`config.mk`:
```
export PLATFORM = sky130hd
export DESIGN_NAME = mtp_access_arb_flat
export DESIGN_NICKNAME = d
export VERILOG_FILES = /design/src/rtl/mtp_access_arb_pkg.sv /design/src/rtl/mtp_access_arb_if.sv /design/src/rtl/mtp_word_timer.sv /design/src/rtl/mtp_access_arb.sv /design/src/flat_wrapper.sv
export SDC_FILE = /design/constraint.sdc
export NUM_CORES = 1
export LEC_CHECK = 0
export ABC_CLOCK_PERIOD_IN_PS = 3950
export CORE_UTILIZATION = 52
export CTS_CLUSTER_SIZE = 28
export DETAILED_ROUTE_END_ITERATION = 7
export PLACE_DENSITY = 0.91
export SLEW_MARGIN = 20
export SYNTH_ARGS = -nofsm -noshare
export SYNTH_HDL_FRONTEND = slang
export SYNTH_SLANG_ARGS = --single-unit
```
`constraint.sdc`:
```
create_clock -name rd_clock -period 3.95 [get_ports rd_clock]
set_input_delay 0.5925 -clock rd_clock [delete_from_list [all_inputs] [get_ports rd_clock]]
set_output_delay 0.5925 -clock rd_clock [all_outputs]
set_load 0.01 [all_outputs]
```
`src/rtl/mtp_access_arb_pkg.sv`:
```
// Shared definitions for the MTP access arbiter: state encoding, requester
// indices into the one-hot grant vector, and the default WAIT watchdog limit.
package mtp_pkg;

    // State encoding kept as plain constants so legacy code can compare raw bits.
    localparam logic [2:0] ST_IDLE  = 3'd0;
    localparam logic [2:0] ST_ISSUE = 3'd1;
    localparam logic [2:0] ST_WAIT  = 3'd2;
    localparam logic [2:0] ST_NEXT  = 3'd3;
    localparam logic [2:0] ST_DONE  = 3'd4;

    // Named view of the same encoding, handy for debug and waveform decoding.
    typedef enum logic [2:0] {
        S_IDLE  = ST_IDLE,
        S_ISSUE = ST_ISSUE,
        S_WAIT  = ST_WAIT,
        S_NEXT  = ST_NEXT,
        S_DONE  = ST_DONE
    } mtp_state_e;

    // Bit positions of each client in gnt = {ocu, par, init}.
    localparam int REQ_INIT = 0;
    localparam int REQ_PAR  = 1;
    localparam int REQ_OCU  = 2;

    // Cycles a word may sit in WAIT before the job is aborted.
    localparam int TIMEOUT_DEF = 255;

endpackage

```
`src/rtl/mtp_access_arb_if.sv`:
```
// Client/engine-side bundle of the MTP access arbiter. The arbiter uses the
// slave view; clients and the memory engine (or a bench) use the master view.
interface mtp_access_arb_if #(
    parameter int AW = 6
);
    logic          init_req;
    logic          par_req;
    logic          ocu_req;
    logic [AW-1:0] init_ptr;
    logic [AW-1:0] par_ptr;
    logic [AW-1:0] ocu_ptr;
    logic [AW-1:0] init_len;
    logic [AW-1:0] par_len;
    logic [AW-1:0] ocu_len;
    logic          ocu_wr;
    logic          mtp_ready;
    logic          word_done;
    logic          rd_start;
    logic          wr_start;
    logic [AW-1:0] addr;
    logic [2:0]    gnt;
    logic          busy;
    logic          job_done;
    logic          job_err;
    logic [AW-1:0] word_idx;

    modport slave (
        input  init_req, par_req, ocu_req,
        input  init_ptr, par_ptr, ocu_ptr,
        input  init_len, par_len, ocu_len,
        input  ocu_wr, mtp_ready, word_done,
        output rd_start, wr_start, addr, gnt, busy, job_done, job_err, word_idx
    );

    modport master (
        output init_req, par_req, ocu_req,
        output init_ptr, par_ptr, ocu_ptr,
        output init_len, par_len, ocu_len,
        output ocu_wr, mtp_ready, word_done,
        input  rd_start, wr_start, addr, gnt, busy, job_done, job_err, word_idx
    );
endinterface

```
`src/rtl/mtp_word_timer.sv`:
```
// WAIT watchdog: 8-bit up counter with clear and enable; tc flags that the
// count has reached LIMIT.
module mtp_word_timer
    import mtp_pkg::*;
#(
    parameter logic [7:0] LIMIT = 8'(TIMEOUT_DEF)
) (
    input  logic rd_clock,
    input  logic rst_n,
    input  logic clr,
    input  logic en,
    output logic tc
);

    logic [7:0] cnt_q;
    logic [7:0] cnt_d;

    // Next count: clear has priority, otherwise count while enabled.
    always_comb begin
        cnt_d = cnt_q;
        if (clr) begin
            cnt_d = 8'd0;
        end else if (en) begin
            cnt_d = cnt_q + 8'd1;
        end else begin
            cnt_d = cnt_q;
        end
    end

    // Counter register.
    always_ff @(posedge rd_clock or negedge rst_n) begin
        if (!rst_n) begin
            cnt_q <= 8'd0;
        end else begin
            cnt_q <= cnt_d;
        end
    end

    assign tc = (cnt_q == LIMIT);

endmodule

```
`src/rtl/mtp_access_arb.sv`:
```
// MTP access arbiter: grants one whole job at a time (init > par > ocu),
// steps the engine one word per ISSUE/WAIT/NEXT loop and aborts a job whose
// word never completes. new_cmd synchronously returns everything to IDLE.
module mtp_access_arb
    import mtp_pkg::*;
#(
    parameter int TIMEOUT_CYC = TIMEOUT_DEF,
    parameter int AW          = 6
) (
    input  logic              rd_clock,
    input  logic              rst_n,
    input  logic              new_cmd,
    mtp_access_arb_if.slave   bus
);

    logic [2:0]    state_q,    state_d;
    logic [AW-1:0] ptr_q,      ptr_d;
    logic [AW-1:0] len_q,      len_d;
    logic          wr_q,       wr_d;
    logic [AW-1:0] addr_q,     addr_d;
    logic [AW-1:0] word_idx_q, word_idx_d;
    logic [2:0]    gnt_q,      gnt_d;
    logic          rd_start_q, rd_start_d;
    logic          wr_start_q, wr_start_d;
    logic          busy_q,     busy_d;
    logic          job_done_q, job_done_d;
    logic          job_err_q,  job_err_d;

    logic [2:0]    sel_gnt_s;
    logic [AW-1:0] sel_ptr_s;
    logic [AW-1:0] sel_len_s;
    logic          sel_wr_s;
    logic [AW-1:0] nxt_idx_s;
    logic          tmr_clr_s;
    logic          tmr_en_s;
    logic          tmr_tc_s;

    // Fixed-priority pick of the winning client and its job description.
    always_comb begin
        sel_gnt_s = 3'b000;
        sel_ptr_s = '0;
        sel_len_s = '0;
        sel_wr_s  = 1'b0;
        if (bus.init_req) begin
            sel_gnt_s[REQ_INIT] = 1'b1;
            sel_ptr_s           = bus.init_ptr;
            sel_len_s           = bus.init_len;
        end else if (bus.par_req) begin
            sel_gnt_s[REQ_PAR] = 1'b1;
            sel_ptr_s          = bus.par_ptr;
            sel_len_s          = bus.par_len;
        end else if (bus.ocu_req) begin
            sel_gnt_s[REQ_OCU] = 1'b1;
            sel_ptr_s          = bus.ocu_ptr;
            sel_len_s          = bus.ocu_len;
            sel_wr_s           = bus.ocu_wr;
        end else begin
            sel_gnt_s = 3'b000;
        end
    end

    // The watchdog only runs while a word is outstanding.
    assign tmr_en_s  = (state_q == ST_WAIT);
    assign tmr_clr_s = new_cmd || (state_q != ST_WAIT);

    mtp_word_timer #(
        .LIMIT (8'(TIMEOUT_CYC))
    ) u_word_timer (
        .rd_clock (rd_clock),
        .rst_n    (rst_n),
        .clr      (tmr_clr_s),
        .en       (tmr_en_s),
        .tc       (tmr_tc_s)
    );

    // Job sequencer; job_done/job_err are raised on entry to DONE so they
    // are visible during the DONE cycle itself.
    always_comb begin
        state_d    = state_q;
        ptr_d      = ptr_q;
        len_d      = len_q;
        wr_d       = wr_q;
        addr_d     = addr_q;
        word_idx_d = word_idx_q;
        gnt_d      = gnt_q;
        rd_start_d = 1'b0;
        wr_start_d = 1'b0;
        job_done_d = 1'b0;
        job_err_d  = 1'b0;
        nxt_idx_s  = word_idx_q + AW'(1);

        if (new_cmd) begin
            state_d    = ST_IDLE;
            addr_d     = '0;
            word_idx_d = '0;
            gnt_d      = 3'b000;
        end else begin
            case (state_q)
                ST_IDLE: begin
                    if (sel_gnt_s != 3'b000) begin
                        ptr_d      = sel_ptr_s;
                        len_d      = sel_len_s;
                        wr_d       = sel_wr_s;
                        word_idx_d = '0;
                        gnt_d      = sel_gnt_s;
                        if (sel_len_s == '0) begin
                            state_d    = ST_DONE;
                            job_done_d = 1'b1;
                        end else begin
                            state_d = ST_ISSUE;
                        end
                    end else begin
                        state_d = ST_IDLE;
                    end
                end
                ST_ISSUE: begin
                    // Address wraps naturally at 2^AW.
                    addr_d = ptr_q + word_idx_q;
                    if (!wr_q) begin
                        rd_start_d = 1'b1;
                        state_d    = ST_WAIT;
                    end else if (bus.mtp_ready) begin
                        wr_start_d = 1'b1;
                        state_d    = ST_WAIT;
                    end else begin
                        state_d = ST_ISSUE;
                    end
                end
                ST_WAIT: begin
                    if (bus.word_done) begin
                        state_d = ST_NEXT;
                    end else if (tmr_tc_s) begin
                        state_d    = ST_DONE;
                        job_done_d = 1'b1;
                        job_err_d  = 1'b1;
                    end else begin
                        state_d = ST_WAIT;
                    end
                end
                ST_NEXT: begin
                    word_idx_d = nxt_idx_s;
                    if (nxt_idx_s == len_q) begin
                        state_d    = ST_DONE;
                        job_done_d = 1'b1;
                    end else begin
                        state_d = ST_ISSUE;
                    end
                end
                ST_DONE: begin
                    gnt_d   = 3'b000;
                    state_d = ST_IDLE;
                end
                default: begin
                    state_d = ST_IDLE;
                    gnt_d   = 3'b000;
                end
            endcase
        end

        busy_d = (state_d != ST_IDLE);
    end

    // State, job context and registered outputs.
    always_ff @(posedge rd_clock or negedge rst_n) begin
        if (!rst_n) begin
            state_q    <= ST_IDLE;
            ptr_q      <= '0;
            len_q      <= '0;
            wr_q       <= 1'b0;
            addr_q     <= '0;
            word_idx_q <= '0;
            gnt_q      <= 3'b000;
            rd_start_q <= 1'b0;
            wr_start_q <= 1'b0;
            busy_q     <= 1'b0;
            job_done_q <= 1'b0;
            job_err_q  <= 1'b0;
        end else begin
            state_q    <= state_d;
            ptr_q      <= ptr_d;
            len_q      <= len_d;
            wr_q       <= wr_d;
            addr_q     <= addr_d;
            word_idx_q <= word_idx_d;
            gnt_q      <= gnt_d;
            rd_start_q <= rd_start_d;
            wr_start_q <= wr_start_d;
            busy_q     <= busy_d;
            job_done_q <= job_done_d;
            job_err_q  <= job_err_d;
        end
    end

    assign bus.rd_start = rd_start_q;
    assign bus.wr_start = wr_start_q;
    assign bus.addr     = addr_q;
    assign bus.gnt      = gnt_q;
    assign bus.busy     = busy_q;
    assign bus.job_done = job_done_q;
    assign bus.job_err  = job_err_q;
    assign bus.word_idx = word_idx_q;

endmodule

```
`src/flat_wrapper.sv`:
```
// flat-port wrapper written by rule: the top's interface ports become plain ports
module mtp_access_arb_flat import mtp_pkg::*;
#(
    parameter int TIMEOUT_CYC = TIMEOUT_DEF,
    parameter int AW          = 6
)
  (rd_clock, rst_n, new_cmd, bus_init_req, bus_par_req, bus_ocu_req, bus_init_ptr, bus_par_ptr, bus_ocu_ptr, bus_init_len, bus_par_len, bus_ocu_len, bus_ocu_wr, bus_mtp_ready, bus_word_done, bus_rd_start, bus_wr_start, bus_addr, bus_gnt, bus_busy, bus_job_done, bus_job_err, bus_word_idx);
  mtp_access_arb_if #(.AW(AW)) bus_i ();
  input  logic rd_clock;
  input  logic rst_n;
  input  logic new_cmd;
  input wire logic [$bits(bus_i.init_req)-1:0] bus_init_req;
  input wire logic [$bits(bus_i.par_req)-1:0] bus_par_req;
  input wire logic [$bits(bus_i.ocu_req)-1:0] bus_ocu_req;
  input wire logic [$bits(bus_i.init_ptr)-1:0] bus_init_ptr;
  input wire logic [$bits(bus_i.par_ptr)-1:0] bus_par_ptr;
  input wire logic [$bits(bus_i.ocu_ptr)-1:0] bus_ocu_ptr;
  input wire logic [$bits(bus_i.init_len)-1:0] bus_init_len;
  input wire logic [$bits(bus_i.par_len)-1:0] bus_par_len;
  input wire logic [$bits(bus_i.ocu_len)-1:0] bus_ocu_len;
  input wire logic [$bits(bus_i.ocu_wr)-1:0] bus_ocu_wr;
  input wire logic [$bits(bus_i.mtp_ready)-1:0] bus_mtp_ready;
  input wire logic [$bits(bus_i.word_done)-1:0] bus_word_done;
  output wire logic [$bits(bus_i.rd_start)-1:0] bus_rd_start;
  output wire logic [$bits(bus_i.wr_start)-1:0] bus_wr_start;
  output wire logic [$bits(bus_i.addr)-1:0] bus_addr;
  output wire logic [$bits(bus_i.gnt)-1:0] bus_gnt;
  output wire logic [$bits(bus_i.busy)-1:0] bus_busy;
  output wire logic [$bits(bus_i.job_done)-1:0] bus_job_done;
  output wire logic [$bits(bus_i.job_err)-1:0] bus_job_err;
  output wire logic [$bits(bus_i.word_idx)-1:0] bus_word_idx;
  assign bus_i.init_req = bus_init_req;
  assign bus_i.par_req = bus_par_req;
  assign bus_i.ocu_req = bus_ocu_req;
  assign bus_i.init_ptr = bus_init_ptr;
  assign bus_i.par_ptr = bus_par_ptr;
  assign bus_i.ocu_ptr = bus_ocu_ptr;
  assign bus_i.init_len = bus_init_len;
  assign bus_i.par_len = bus_par_len;
  assign bus_i.ocu_len = bus_ocu_len;
  assign bus_i.ocu_wr = bus_ocu_wr;
  assign bus_i.mtp_ready = bus_mtp_ready;
  assign bus_i.word_done = bus_word_done;
  assign bus_rd_start = bus_i.rd_start;
  assign bus_wr_start = bus_i.wr_start;
  assign bus_addr = bus_i.addr;
  assign bus_gnt = bus_i.gnt;
  assign bus_busy = bus_i.busy;
  assign bus_job_done = bus_i.job_done;
  assign bus_job_err = bus_i.job_err;
  assign bus_word_idx = bus_i.word_idx;
  mtp_access_arb #(.TIMEOUT_CYC(TIMEOUT_CYC), .AW(AW)) u_core (.rd_clock(rd_clock), .rst_n(rst_n), .new_cmd(new_cmd), .bus(bus_i));
endmodule
```
==> out/results.ini, run 1 <==
[routing]
drt_iter0_drc=136
firstDrtPassIters=6
vias_per_cell=5.76
antenna_left=0
avgRoutedWirePerCell_um=13.7
wl_um=5190
drc=3
via_count=2189

[setup_path]
r2r_cells=6
endpoint=u_core.len_q[1]
slowest_stage=clkdlybuf4s50_1
startpoint=bus_par_req
cp.required_ns=4.13
critPathLaunchType=input port
setup.worst_path.class=in2reg
worstReg2RegEnd=u_core.state_q[0]
cp.depth=4
max_stage_delay_ns=0.72
r2r_start=u_core.bus.word_idx[0]
end_kind=register
path_cells=clkdlybuf4s50_1, nor3_1, or3_1, mux2_2
crit_buf_inv=1
ff2ff_setup_slack_ns=1.45
crit_family=simple AND/OR/NAND/NOR gates
path_max_fanout=22
cp.arrival_ns=2.78

[synthesis]
synthTopCellsByCount=dfrtp_1, a21oi_1, nor2_1, o21ai_0, nand2_1
netlist_instances=272
async_flop_share_pct=100
synth.largest_area_cell=dfrtp_1
ys.warnings.count=0
synth_ff_type=dfrtp_1
yosysMostFrequentCell=dfrtp_1
synth_top_area_share_pct=44.4
yosysUniqueCellTypes=38
ys_seq_elements=44
syn_avg_cell_area_um2=9.11
syn-num-nets=325
yosys-top-cells-area=dfrtp_1, a21oi_1, o21ai_0, nor2_1, ha_1
synth_edf_count=0
ys_seq_area_share_pct=44.4
netlist_area_um2=2480

[floorplanning]
die-height_um=71.0
top_level_ports=65
initial_utilization_pct=55.4
dieWidth_um=71.0
fp-row-count=24
dieArea_um2=5050
core_area_um2=4470

[power_and_ir_drop]
vdd_drop_max_uv=192
power.leakage_nw=1.33
p_per_area_nw_per_um2=411

[sta]
slew_headroom_pct=38.1
finalMaxSlewViolations=0
worst_pin_slew_ns=0.929
report.final.hold_viol_count=0
min_period_over_period_pct=65.9
grt_setup_unrepaired=no
setup_viol=0
fmax_mhz=384
post-route-min-period_ns=2.60
skew_ns=0.00851
tns_ns=0

[cells_and_area]
area_growth_pct=28.2
utilization_pct=71.0
drive_above_1_share_pct=5.18
diodes=0
n_fill_cell=344
regArea_um2=1100
multi_input_area_um2=1280
fin_nets=383

[global_routing]
grt_pass1_wl_um=9220
antenna_found_initial=0
grt_max_degree=45
grt_pass1_vias=2059
overflow=0
grtUsageTotal_pct=23.5

[outcome]
status=finished with violations
violations=design-rule violations

[clock_network]
hold_buffers=0
clk_latency_ns=0.30
cts_buffers=5
cts_tree=built
clk_pin_slew_worst_paths_ns=0.08
h-tree-depth=2
clock-root-buffer=clkbuf_8
cts_sinks=44
cts_resized=0
clockBufferDepth=2
cts_setup_buffers=0

[placement]
port_buffers=64
routabilityCongestion=0.787
place_hpwl_um=3970

[flow_run]
max-cap-violations=0

[worst_hold_path]
hp-class=in2async

worst min path at each step:
stage	startpoint	end	slack [ns]	cells after the start
finish	rst_n	u_core.bus.word_idx[4]	0.43	1
global route	u_core.u_word_timer.cnt_q[0]	u_core.u_word_timer.cnt_q[0]	0.49	1
CTS	rst_n	u_core.bus.gnt[2]	0.47	1
detailed placement	u_core.u_word_timer.cnt_q[0]	u_core.u_word_timer.cnt_q[0]	0.46	1
global placement	u_core.u_word_timer.cnt_q[0]	u_core.u_word_timer.cnt_q[0]	0.44	1
floorplan	rst_n	u_core.bus.addr[0]	0.30	0
flip-flops by register name (all words and copies together), names as in the netlist, 3 cells and up:
register	flops
u_core.bus.addr	6
u_core.bus.gnt	3
u_core.state_q	3
u_core.u_word_timer.cnt_q	8
u_core.ptr_q	6
u_core.bus.word_idx	6
u_core.len_q	6
report_power, final:
part	internal [mW]	switching [mW]
Clock	0.114	0.138
Sequential	0.542	0.0804
Combinational	0.228	0.205
Total	0.883	0.424
cells by family after synthesis:
logic type               synth area share, %
AO/OA/AOI/OAI                           18.0
XOR/XNOR                                5.65
adder cells (fa/ha/maj)                 4.34
buffers and inverters                   3.79
flip-flops                              44.4
multiplexers                            3.13
AND/OR/NAND/NOR                         20.6
layer usage:
metal | vias to the layer above | global-route usage (%) | part of all wire [%]
met3 | 7 | 5.70 | 6.6
li1 | 1070 | - | -
met4 | 0 | 9.78 | 1.6
met2 | 95 | 37.3 | 48
met5 | - | 0 | 0
met1 | 1017 | 31.0 | 44
per-stage QoR:
| step | instances | worst slack [ns] | power, mW | hold WS, ns | cell area (um^2) |
|---|---|---|---|---|---|
| finish | 380 | 1.35 | 1.31 | 0.435 | 3180 |
| global route | 380 | 1.13 | 1.40 | 0.491 | 3180 |
| CTS | 380 | 1.38 | 1.31 | 0.468 | 3180 |
| detailed placement | 375 | 1.06 | 1.06 | 0.458 | 3110 |
| global placement | 375 | 1.18 | 1.04 | 0.440 | 3110 |
| floorplan | 272 | 1.63 | 0.900 | 0.297 | 2480 |
placed cells by master, fill, tap and decap left out, types with 7 or more instances in the layout:
master	n
nor2b_1	9
xnor2_1	10
dfrtp_1	44
nand3b_1	7
nand3_1	8
nand2_1	20
ha_1	7
nor2_1	27
clkdlybuf4s50_1	63
a21oi_1	41
o21ai_0	24
worst register-to-register path, stage by stage, from the launching register on:
cell and delay, ns:
dfrtp_1 0.51, ha_1 0.36, nand2b_1 0.09, o211a_1 0.21, or4_1 0.53, or3b_1 0.39
a211o_1 0.30
final cells by class:
class                      instances  share of cell area (%)
inverter                           4                   0.473
sequential                        44                    34.7
timing repair buffer              65                    20.2
clock buffer                       5                    2.17
multi-input combinational        210                    40.4
tap                               52                    2.05
No activity file was read; power rests on OpenSTA's default activity.
==> run 2: changes to the inputs <==
--- a/config.mk
+++ b/config.mk
@@ -5,11 +5,11 @@
 export SDC_FILE = /design/constraint.sdc
 export NUM_CORES = 1
 export LEC_CHECK = 0
-export ABC_CLOCK_PERIOD_IN_PS = 3950
-export CORE_UTILIZATION = 52
+export ABC_CLOCK_PERIOD_IN_PS = 2400
+export CORE_UTILIZATION = 49
 export CTS_CLUSTER_SIZE = 28
 export DETAILED_ROUTE_END_ITERATION = 7
-export PLACE_DENSITY = 0.91
+export PLACE_DENSITY = 0.86
 export SLEW_MARGIN = 20
 export SYNTH_ARGS = -nofsm -noshare
 export SYNTH_HDL_FRONTEND = slang
==> constraint.sdc (replaced) <==
create_clock -name rd_clock -period 2.4 [get_ports rd_clock]
set_input_delay 0.36 -clock rd_clock [delete_from_list [all_inputs] [get_ports rd_clock]]
set_output_delay 0.36 -clock rd_clock [all_outputs]
set_load 0.01 [all_outputs]
==> run 2 against run 1 <==
  * The flow now finishes without violations
  * Routed wire length up 6.0%
  * Flip-flop and latch count unchanged
  * Core utilization down 1.7 points
  * Largest power group unchanged
  * Total power rose by 72%
  * Die area increased by 5.9%
  * Register-to-register slack worse by 1.4 ns
  * Clock-buffer cell count up 2
  * Design area grew 4.4%
  * Critical path type is now reg2reg
  * Critical path depth increased by 2
  * Non-clock buffer count rose by 11
  * Sequential share of layout area is 1.5 points lower
==> out/results.ini, run 2 (synthesized netlist as in run 1, its figures left out) <==
[cells_and_area]
final_common_cell=clkdlybuf4s50_1
regArea_um2=1100  ; unchanged
diodes=0  ; unchanged
final_cell_mix=clkdlybuf4s50_1, dfrtp_1, a21oi_1
area_growth_pct=33.8
fin_nets=394  ; +2.9%
n_fill_cell=401  ; +17%
largest_reg_flops=8  ; unchanged
top_register=u_core.u_word_timer.cnt_q
multi_input_area_um2=1300  ; +0.97%
drive_above_1_share_pct=9.06  ; +3.9 points

[global_routing]
grt_max_degree=45  ; unchanged
overflow=0  ; unchanged
grtUsageTotal_pct=23.8  ; +0.28 points
grt_pass1_vias=2294  ; +11%
antenna_found_initial=0  ; unchanged
grt_pass1_wl_um=9750  ; +5.8%

[clock_network]
clock-root-buffer=clkbuf_8
cts_buffers=5  ; unchanged
clockBufferDepth=2  ; unchanged
cts_setup_buffers=0  ; unchanged
cts_tree=built
clk_pin_slew_worst_paths_ns=0.08  ; about the same
h-tree-depth=2  ; unchanged
cts_sinks=44  ; unchanged
clk_latency_ns=0.30  ; about the same

[sta]
setup_viol=0  ; unchanged
worst_pin_slew_ns=0.943  ; +0.0143 ns
timing.hold.ws_ns=0.200  ; -0.234 ns
post-route-min-period_ns=2.31
report.final.hold_viol_count=0  ; unchanged
min_period_over_period_pct=96.4
tns_ns=0  ; unchanged
fmax_mhz=432
finalMaxSlewViolations=0  ; unchanged
grt_setup_unrepaired=no
skew_ns=0.00663  ; -0.00188 ns
slew_headroom_pct=37.1  ; -0.95 points

[setup_path]
slowest_stage=or4_1
critPathLaunchType=register
ff2ff_setup_slack_ns=0.09  ; -1.36 ns
worstReg2RegEnd=u_core.state_q[0]
max_stage_delay_ns=0.57  ; -0.15 ns
end_kind=register
path_max_fanout=2  ; -91%
cp.arrival_ns=2.51  ; -0.27 ns
setup.worst_path.class=reg2reg
r2r_cells=6  ; unchanged
r2r_start=u_core.bus.word_idx[0]
cp.required_ns=2.59  ; -1.54 ns
crit_buf_inv=0  ; -1
path_cells=ha_4, xnor2_1, o311ai_1, or4_1, or3b_1, a211o_1
crit_family=simple AND/OR/NAND/NOR gates

[routing]
avgRoutedWirePerCell_um=13.4  ; -1.6%
vias_per_cell=5.46  ; -5.2%
antenna_left=0  ; unchanged
drc=0  ; -3
wl_um=5500  ; +6.0%
via_count=2234  ; +2.1%
drt_iter0_drc=181  ; +33%
firstDrtPassIters=4  ; -2

[power_and_ir_drop]
p_per_area_nw_per_um2=678  ; +65%
power.leakage_nw=1.39  ; +4.6%
vdd_drop_max_uv=324  ; +69%

[placement]
place_hpwl_um=4270  ; +7.7%
routabilityCongestion=0.856  ; +8.7%
port_buffers=64  ; unchanged

[floorplanning]
dieWidth_um=73.1  ; +2.9%
die-height_um=73.1  ; +2.9%
dieArea_um2=5350  ; +5.9%
initial_utilization_pct=51.8  ; -3.6 points
core_area_um2=4790  ; +7.0%
fp-row-count=25  ; +4.2%
top_level_ports=65  ; unchanged

[worst_hold_path]
hp-class=in2async

[outcome]
status=finished clean

[flow_run]
max-cap-violations=0  ; unchanged

run 2: cell count changes in the layout (fill, tap and decap cells not counted), sizes merged:
cell      before  now
clkbuf         5    7
clkinvlp       0    1
buf            2   13
run 2: metal layers:
metal  wire length, um  vias to the layer above  GRT usage (%)  share of wire, %
met1              2380                     1027           29.7                43
met2              2620                      107           39.9                48
met4                91                        0           9.80               1.7
met5                 0                        -              0                 0
met3               411                        8           4.97               7.5
li1                  -                     1092              -                 -
run 2: stage by stage:
stage / power, mW / instance area [um^2] / util (%) / worst slack, ns / std cells
final: 2.25 / 3320 / 69.3 / 0.0854 / 409
after global routing: 2.40 / 3320 / 69.3 / 0.0114 / 409
after CTS: 2.26 / 3300 / 69.0 / 0.134 / 409
after detailed placement: 1.78 / 3210 / 67.1 / 0.0616 / 401
after global placement: 1.74 / 3210 / 67.1 / 0.219 / 401
after floorplan: 1.48 / 2480 / - / 0.0820 / 272
run 2: timing repair:
item / 4_1_cts / 5_1_grt
resized for setup: 0 / 2
setup endpoints to repair: 0 / 1
hold buffers: 0 / 0
run 2: cell type report:
cell class	instances	area share (%)
repair buffers	76	21.9
well taps	67	2.53
multi-input cells	210	39.1
clock inverters	1	0.226
clock buffers	7	2.60
inverters	4	0.453
flip-flops and latches	44	33.2
run 2: how the worst max path moves through the flow:
stage | startpoint | cells after the start | end
finish | u_core.bus.word_idx[0] | 6 | u_core.state_q[0]
global route | u_core.bus.word_idx[0] | 6 | u_core.bus.job_done
CTS | u_core.bus.word_idx[0] | 6 | u_core.state_q[0]
detailed placement | bus_init_req | 7 | u_core.state_q[0]
global placement | bus_init_req | 7 | u_core.state_q[0]
floorplan | u_core.bus.word_idx[1] | 6 | u_core.state_q[0]
run 2: where the power goes:
group,switching (mW),internal (mW),leakage (nW)
logic,0.343,0.390,0.760
clock network,0.249,0.234,0.0445
registers,0.141,0.891,0.584
==> run 3: changes to the inputs <==
--- a/config.mk
+++ b/config.mk
@@ -6,6 +6,7 @@
 export NUM_CORES = 1
 export LEC_CHECK = 0
 export ABC_CLOCK_PERIOD_IN_PS = 2400
+export CORE_ASPECT_RATIO = 1.5
 export CORE_UTILIZATION = 49
 export CTS_CLUSTER_SIZE = 28
 export DETAILED_ROUTE_END_ITERATION = 7
==> run 3 against run 2 <==
  * Design area up 0.23%
  * Global-route usage down 0.78 points
  * Cell count down 0.24%
  * Fmax about the same
  * Via count down 0.49%
  * Largest cell class unchanged
  * Largest power group unchanged
  * Critical path type unchanged
==> out/results.ini, run 3 (synthesized netlist as in run 1, its figures left out) <==
[outcome]
status=finished clean

[cells_and_area]
largest_reg_flops=8  ; unchanged
final_common_cell=clkdlybuf4s50_1
diodes=0  ; unchanged
stdcell_area_um2=3320  ; +0.23%
top_register=u_core.u_word_timer.cnt_q
final_cells=408  ; -0.24%
drive_above_1_share_pct=9.36  ; +0.29 points
fin_nets=394  ; unchanged
regArea_um2=1100  ; unchanged
multi_input_area_um2=1290  ; -0.68%
n_fill_cell=392  ; -2.2%
final_cell_mix=clkdlybuf4s50_1, dfrtp_1, a21oi_1
area_growth_pct=34.1

[worst_hold_path]
hp-class=in2async

[sta]
timing.hold.ws_ns=0.198  ; -0.00214 ns
min_period_over_period_pct=96.4  ; about the same
setup_viol=0  ; unchanged
skew_ns=0.00691  ; +0.000276 ns
tns_ns=0  ; unchanged
finalMaxSlewViolations=0  ; unchanged
post-route-min-period_ns=2.31  ; -0.00196 ns
fmax_mhz=432  ; about the same
grt_setup_unrepaired=no
slew_headroom_pct=36.4  ; -0.74 points
worst_pin_slew_ns=0.954  ; +0.0110 ns
report.final.hold_viol_count=0  ; unchanged

[routing]
drt_iter0_drc=81  ; -55%
wl_um=5690  ; +3.5%
vias_per_cell=5.45  ; -0.25%
antenna_left=0  ; unchanged
via_count=2223  ; -0.49%
drc=0  ; unchanged
avgRoutedWirePerCell_um=13.9  ; +3.7%
firstDrtPassIters=6  ; +2

[clock_network]
cts_buffers=5  ; unchanged
clock-root-buffer=clkbuf_8
clk_latency_ns=0.30  ; about the same
h-tree-depth=2  ; unchanged
cts_sinks=44  ; unchanged
clockBufferDepth=2  ; unchanged
hold_buffers=0  ; unchanged
cts_tree=built
clk_pin_slew_worst_paths_ns=0.08  ; about the same

[global_routing]
top_usage_layer=met2
grt_pass1_vias=2087  ; -9.0%
use_met1_pct=28.0  ; -1.7 points
grtUsageMet2_pct=39.5  ; -0.42 points
gr-usage-met3_pct=3.33  ; -1.6 points
grt_pass1_wl_um=9240  ; -5.2%
antenna_found_initial=0  ; unchanged
grt_max_degree=45  ; unchanged
overflow=0  ; unchanged
grtUsageTotal_pct=23.0  ; -0.78 points

[setup_path]
end_kind=register
critPathLaunchType=register
path_max_fanout=2  ; unchanged
cp.arrival_ns=2.54  ; +0.03 ns
cp.required_ns=2.63  ; +0.04 ns
setup.worst_path.class=reg2reg

[floorplanning]
fp-row-count=31  ; +24%
initial_utilization_pct=51.1  ; -0.67 points
top_level_ports=65  ; unchanged
dieArea_um2=5350  ; +0.11%
dieWidth_um=60.1  ; -18%
die-height_um=89.1  ; +22%
core_area_um2=4850  ; +1.3%

[placement]
routabilityCongestion=0.900  ; +5.1%
place_inst=400  ; -0.25%
place_area_um2=3210  ; about the same
port_buffers=64  ; unchanged
place_hpwl_um=4370  ; +2.2%

[power_and_ir_drop]
p_per_area_nw_per_um2=704  ; +3.9%
vdd_drop_max_uv=333  ; +2.6%
power.leakage_nw=1.40  ; +0.91%
power_mw=2.34  ; +4.1%

[flow_run]
max-cap-violations=0  ; unchanged

-- run 3: cell types whose count changed in the layout (fill, tap and decap cells not counted), sizes merged --
cell | before | now
bufinv | 0 | 1
clkbuf | 7 | 5
clkinv | 0 | 1
-- run 3: worst paths after layout --
| path | from | endpoint | slack, ns | cells after the start |
|---|---|---|---|---|
| worst max-delay path | u_core.bus.word_idx[0] | u_core.state_q[2] | 0.09 | 6 |
| worst min-delay path | rst_n | u_core.ptr_q[5] | 0.20 | 1 |
| worst max register to register | u_core.bus.word_idx[0] | u_core.state_q[2] | 0.09 | 6 |
| worst min register to register | u_core.u_word_timer.cnt_q[0] | u_core.u_word_timer.cnt_q[0] | 0.46 | 1 |
| max in group asynchronous | rst_n | u_core.bus.busy | 1.61 | 1 |
| min in group rd_clock | u_core.u_word_timer.cnt_q[0] | u_core.u_word_timer.cnt_q[0] | 0.46 | 1 |
-- run 3: critical path, stage by stage (launching register included) --
cell	delay (ns)
dfrtp_1	0.39
ha_1	0.34
xnor2_1	0.14
o311ai_0	0.14
or4_1	0.47
or4b_1	0.59
a21oi_1	0.16
-- run 3: what timing repair did --
item,CTS,global route
resized for setup,0,1
setup buffers,0,0
endpoints found under the setup margin,0,1
-- run 3: layout make-up --
cell class              count  area share (%)
clock buffers               5            2.07
clock inverters             3            1.28
inverters                   4           0.452
multi-input cells         210            38.7
flip-flops and latches     44            33.1
well taps                  66            2.48
repair buffers             76            21.8
-- run 3: through the flow --
step / worst slack (ns) / util (%)
2_1_floorplan: 0.0820 / -
3_3_place_gp: 0.187 / 66.2
3_5_place_dp: 0.141 / 66.2
4_1_cts: 0.123 / 68.5
5_1_grt: 0.0165 / 68.5
6_report: 0.0873 / 68.5
-- run 3: power breakdown --
part           switching [mW]  internal (mW)  leakage, nW  total (mW)
registers               0.135          0.891        0.584        1.03
logic                   0.354          0.394        0.763       0.748
clock network           0.259          0.308       0.0541       0.567
total                   0.748           1.59         1.40        2.34
-- run 3: metal layers --
metal	part of all wire, %	vias to the layer above
met3	3.7	15
met4	2.5	0
li1	-	1098
met1	40	1047
met2	53	63
met5	0	-
